===== src/rtl/mux_pkg.sv =====
// Shared types and helpers for the pipelined N-way select (mux_n_pipe)
// and its generic 2-entry skid buffer.
package mux_pkg;

    // Largest supported number of selectable inputs.
    localparam int MUX_MAX_INPUTS = 16;

    // Buffer occupancy, encoded as {skid_valid, main_valid}; 2'b10 never occurs.
    typedef enum logic [1:0] {
        EMPTY = 2'b00,
        ONE   = 2'b01,
        FULL  = 2'b11
    } skid_state_t;

    // Width of an encoded select for n inputs (at least 1 bit).
    function automatic int sel_bits(input int n);
        int w;
        w = 1;
        while (((1 << w) < n) && (w < $clog2(MUX_MAX_INPUTS)))
            w++;
        return w;
    endfunction

endpackage


===== src/rtl/skid_buf.sv =====
// Generic 2-entry valid/ready skid buffer: 1-cycle latency, full
// throughput, and an input ready that depends only on registered state.
module skid_buf
    import mux_pkg::*;
#(
    parameter int WIDTH = 8
) (
    input  logic             i_clk,
    input  logic             i_rst,
    input  logic [WIDTH-1:0] i_data,
    input  logic             i_valid,
    output logic             o_ready,
    output logic [WIDTH-1:0] o_data,
    output logic             o_valid,
    input  logic             i_ready
);

    skid_state_t      r_state;
    skid_state_t      w_state_nxt;
    logic [WIDTH-1:0] r_main;
    logic [WIDTH-1:0] r_skid;
    logic             w_accept;
    logic             w_drain;
    logic             w_load_main_in;
    logic             w_load_main_skid;
    logic             w_load_skid;

    // Ready drops while reset is held; otherwise only a full skid blocks input.
    assign o_ready  = ~r_state[1] & ~i_rst;
    assign o_valid  = r_state[0];
    assign o_data   = r_main;
    assign w_accept = i_valid & o_ready;
    assign w_drain  = o_valid & i_ready;

    // State register.
    // NOTE: sequential state uses non-blocking assignments so every flop samples pre-edge values.
    always_ff @(posedge i_clk or posedge i_rst) begin
        if (i_rst)
            r_state <= EMPTY;
        else
            r_state <= w_state_nxt;
    end

    // Next-state logic from the accept/drain handshakes.
    // NOTE: the default assignment at the top keeps this combinational block latch-free.
    always_comb begin
        w_state_nxt = r_state;
        case (r_state)
            EMPTY: if (w_accept) w_state_nxt = ONE;
            ONE: begin
                if (w_accept && !w_drain)
                    w_state_nxt = FULL;
                else if (!w_accept && w_drain)
                    w_state_nxt = EMPTY;
            end
            FULL:    if (w_drain) w_state_nxt = ONE;
            default: w_state_nxt = EMPTY;
        endcase
    end

    // Load enables for the main and skid registers.
    always_comb begin
        w_load_main_in   = 1'b0;
        w_load_main_skid = 1'b0;
        w_load_skid      = 1'b0;
        case (r_state)
            EMPTY: w_load_main_in = w_accept;
            ONE: begin
                w_load_main_in = w_accept & w_drain;
                w_load_skid    = w_accept & ~w_drain;
            end
            FULL:    w_load_main_skid = w_drain;
            default: ;
        endcase
    end

    // Data registers; the skid word moves to main before any new word can enter.
    // NOTE: the data registers are reset so the output word reads zero after reset.
    always_ff @(posedge i_clk or posedge i_rst) begin
        if (i_rst) begin
            r_main <= '0;
            r_skid <= '0;
        end else begin
            if (w_load_main_in)
                r_main <= i_data;
            else if (w_load_main_skid)
                r_main <= r_skid;
            if (w_load_skid)
                r_skid <= i_data;
        end
    end

endmodule


===== src/rtl/mux_n_pipe.sv =====
// Pipelined N-way word select: picks in_data[control] (word 0 when control
// is out of range), registers it with its select behind a skid buffer.
// Optional feature macro: MUX_N_PIPE_SEL_ERR_EN adds a sticky sel_err flag
// for out-of-range selects, cleared by sel_err_clr.
module mux_n_pipe
    import mux_pkg::*;
#(
    parameter  int NUM_BITS   = 32,
    parameter  int NUM_INPUTS = 4,
    localparam int SEL_BITS   = sel_bits(NUM_INPUTS)
) (
    input  logic                           CLK,
    input  logic                           RST,
    input  logic [NUM_INPUTS*NUM_BITS-1:0] in_data,
    input  logic [SEL_BITS-1:0]            control,
    input  logic                           in_valid,
    output logic                           in_ready,
    output logic [NUM_BITS-1:0]            out,
    output logic [SEL_BITS-1:0]            out_sel,
    output logic                           out_valid,
    input  logic                           out_ready
`ifdef MUX_N_PIPE_SEL_ERR_EN
    ,
    input  logic                           sel_err_clr,
    output logic                           sel_err
`endif
);

    localparam int PIPE_W = NUM_BITS + SEL_BITS;

    logic [NUM_BITS-1:0] w_word;
    logic [PIPE_W-1:0]   w_pipe_out;

    // Word select; anything not matching a real input falls back to word 0.
    always_comb begin
        w_word = in_data[NUM_BITS-1:0];
        for (int i = 0; i < NUM_INPUTS; i++) begin
            if (control == SEL_BITS'(i))
                w_word = in_data[i*NUM_BITS +: NUM_BITS];
        end
    end

    // The select travels with its word so out_sel always matches out.
    skid_buf #(
        .WIDTH (PIPE_W)
    ) u_skid_buf (
        .i_clk   (CLK),
        .i_rst   (RST),
        .i_data  ({control, w_word}),
        .i_valid (in_valid),
        .o_ready (in_ready),
        .o_data  (w_pipe_out),
        .o_valid (out_valid),
        .i_ready (out_ready)
    );

    assign out     = w_pipe_out[NUM_BITS-1:0];
    assign out_sel = w_pipe_out[PIPE_W-1:NUM_BITS];

`ifdef MUX_N_PIPE_SEL_ERR_EN
    logic w_accept;
    logic w_in_range;
    logic r_sel_err;

    assign w_accept   = in_valid & in_ready;
    assign w_in_range = (int'(control) < NUM_INPUTS);
    assign sel_err    = r_sel_err;

    // Sticky error flag; a new out-of-range accept wins over a clear.
    always_ff @(posedge CLK or posedge RST) begin
        if (RST)
            r_sel_err <= 1'b0;
        else if (w_accept && !w_in_range)
            r_sel_err <= 1'b1;
        else if (sel_err_clr)
            r_sel_err <= 1'b0;
    end
`endif

endmodule


===== config.mk =====
export PLATFORM = sky130hd
export DESIGN_NAME = mux_n_pipe
export DESIGN_NICKNAME = d
export VERILOG_FILES = /design/src/rtl/mux_pkg.sv /design/src/rtl/skid_buf.sv /design/src/rtl/mux_n_pipe.sv
export SDC_FILE = /design/constraint.sdc
export NUM_CORES = 1
export LEC_CHECK = 0
export BUFFER_PORTS_ARGS = -buffer_cell sky130_fd_sc_hd__buf_2
export CORE_MARGIN = 4
export CORE_UTILIZATION = 40
export DETAILED_ROUTE_END_ITERATION = 8
export PLACE_DENSITY = 0.67
export SLEW_MARGIN = 40
export SYNTH_ARGS = -nofsm -noshare
export SYNTH_HDL_FRONTEND = slang
export SYNTH_SLANG_ARGS = --single-unit

===== constraint.sdc =====
create_clock -name CLK -period 5.5 [get_ports CLK]
set_clock_uncertainty 0.1 [all_clocks]
set_input_delay 0.275 -clock CLK [delete_from_list [all_inputs] [get_ports CLK]]
set_output_delay 0.275 -clock CLK [all_outputs]
set_load 0.05 [all_outputs]

==> flow_summary_export.csv <==
group,metric,value,unit
drt,wl_per_cell,15.3,um
run_status,status,"finished, final reports clean",
yosys,ys_seq_elements,70,
cells_and_area,drive_above_1_share,57.4,%
global_route,grt_pass1_wl,14.7,mm
floorplanning,die_w,106,um
worst_hold_path,min_path_type,"input port to async pin",
yosys,syn-cell-area,0.00384,mm^2
cells_and_area,layout_common_cells,"buf_2, dfrtp_1, mux2_2, nor2_1, a21oi_1",
drt,top_layer,"met4",
floorplanning,start_util,41.4,%
critical_path,cp-end-kind,"flip-flop",
yosys,synth_nets,423,
drt,drtPass1Iterations,4,
critical_path,timing.rr.start,"u_skid_buf.r_state[0]",
timing,tightest_slew,0.763,ns
yosys,ys_warn_count,0,
yosys,synthAdderAreaFrac,1.30,%
critical_path,critical_path_required,5.64,ns
cells_and_area,diodes,0,
cells_and_area,nets,586,
placement,dpl.hpwl,6.50,mm
cts,root_buffer,"clkbuf_8",
timing,hold_violations,0,
yosys,synth_compound_gate_area_share,5.43,%
power_and_ir_drop,p_leak,2.46,nW
floorplanning,dieArea,0.0112,mm^2
global_route,track_usage,16.3,%
global_route,grt_antenna_before_repair,0,
timing,setup_violations,0,
critical_path,cp.arrival,2.53,ns
timing,slew_headroom,49.0,%
cells_and_area,fin_area,0.00498,mm^2
critical_path,crit_path_start_kind,"flip-flop",
global_route,grt_pass1_vias,3118,
critical_path,crit_path_start,"u_skid_buf.r_state[0]",
yosys,syn_inst,285,
cts,clock_sinks,70,
floorplanning,fp.dieH,106,um
drt,num_vias,2941,
cts,path_clk_slew,0.07,ns
cts,cts.repair.resized,0,
yosys,synthSimpleGateAreaFrac,5.43,%
drt,drt_wl_total,8.90,mm
global_route,grt_max_degree,71,
drt,drc,0,
critical_path,critPathMaxFanout,64,
yosys,synth_top_family_by_area,"multiplexers",
drt,wl_met1,3.59,mm
yosys,syn_area_per_cell,13.5,um^2
placement,finalWeightedCongestion,0.753,
drt,via_per_inst,5.05,
floorplanning,num_io_pins,170,
cells_and_area,fill_cells,861,
drt,wl_met3,528,um
power_and_ir_drop,power_density,540,mW/mm^2
cts,cts_hold_buffers,0,
cts,clock_path_buffers,2,
drt,first_iter_violations,61,
timing,fin_crit_sh,43.5,%
yosys,ys_types,24,
drt,ant_nets,0,
yosys,yosysSeqAreaShare,45.6,%
cts,clk-insertion-delay-late,0.33,ns
timing,rsz0062_at_grt,"no",
global_route,globalRoute.totalOverflow,0,
cts,cts_buffers,9,
cells_and_area,area_growth,29.5,%
cells_and_area,final_common_cell,"buf_2",
timing,maxSlewViolCount,0,
yosys,synth_mux_area_share,38.1,%
placement,portBuffers,169,
floorplanning,core_area,0.00928,mm^2
placement,placed_area,0.00475,mm^2
floorplanning,num_rows,35,
cts,cts-htree-levels,3,
cts,post-cts-setup-buffers,0,
critical_path,reg2reg_depth,7,
cts,cts_tree,"built",
run,cap_viol_max_count,0,
timing,fmax,418,MHz
timing,fin_setup_tns,0,ns
drt,met2WireLength,4.70,mm
timing,period_minus_slack,2.39,ns
yosys,synth-xor-area-share,0,%
critical_path,path_class,"flip-flop to flip-flop",
power_and_ir_drop,ir_drop,277,uV
state kept, by name, indices dropped and copies added (netlist names):
name                cells
u_skid_buf.o_data      34
u_skid_buf.r_skid      34
u_skid_buf.r_state      2
final cells by class:
| class | instances | area (um^2) | share of cell area, % |
|---|---|---|---|
| timing repair buffer | 173 | 902 | 18.1 |
| multi-input combinational | 191 | 1950 | 39.2 |
| inverter | 3 | 11.3 | 0.226 |
| sequential | 70 | 1750 | 35.2 |
| tap | 129 | 161 | 3.24 |
| clock inverter | 3 | 42.5 | 0.854 |
| clock buffer | 13 | 159 | 3.19 |
final timing paths:
kind / end / slack [ns]
worst max register to register: u_skid_buf.o_data[24] / 3.11
max in group asynchronous: u_skid_buf.o_data[10] / 4.79
worst min register to register: u_skid_buf.r_skid[29] / 0.41
worst max-delay path: u_skid_buf.o_data[24] / 3.11
min in group CLK: u_skid_buf.r_skid[22] / 0.31
worst min-delay path: u_skid_buf.r_skid[33] / 0.04
cell families after synthesis:
kind of cell | Yosys count
mux | 102
compound gates | 38
flops | 70
buf+inv | 24
fa+ha+maj | 4
simple gates | 47
power by group:
group          leakage (nW)  internal [W]  switching (W)
Sequential            0.808      0.000779       0.000143
Clock                0.0996      0.000234       0.000182
Combinational          1.55      0.000480       0.000870
Total                  2.46       0.00149        0.00119
worst max-delay path, stage by stage (launching register included):
cell      delay (ns)
dfrtp_1         0.48
inv_1           0.12
ha_1            0.24
or4bb_1         0.47
o211ai_4        0.09
buf_4           0.54
nor2_1          0.09
a21oi_1         0.16
synthesized netlist by cell type, drive strengths merged:
cell type / number / area share, %
a21oi: 35 / 4.6
a22oi: 1 / 0.20
and3: 1 / 0.16
buf: 17 / 3.4
clkbuf: 4 / 0.42
dfrtp: 70 / 46
ha: 4 / 1.3
inv: 3 / 0.29
mux2: 36 / 11
mux2i: 34 / 8.9
mux4: 32 / 19
nand2: 2 / 0.20
nand3: 5 / 0.78
nor2: 36 / 3.5
nor3b: 1 / 0.20
o211ai: 1 / 0.55
o21ai: 1 / 0.13
or3b: 1 / 0.29
or4bb: 1 / 0.29
per-stage QoR:
step / hold WS [ns] / total power (W) / instances / setup WS [ns] / util (%)
after floorplan: 0.379 / 0.00198 / 285 / 3.31 / -
after global placement: 0.387 / 0.00225 / 565 / 2.92 / 51.0
after detailed placement: 0.394 / 0.00230 / 565 / 3.10 / 51.2
after CTS: 0.0650 / 0.00272 / 581 / 3.09 / 53.4
after global routing: 0.113 / 0.00287 / 582 / 2.94 / 53.7
final: 0.0353 / 0.00269 / 582 / 3.11 / 53.7
routing by layer:
layer | track usage [%] | vias to the layer above
li1 | - | 1394
met1 | 19.4 | 1440
met2 | 29.1 | 100
met3 | 3.95 | 7
met4 | 5.18 | 0
met5 | 0 | -
Note: power is estimated with default switching activity, not from simulation.
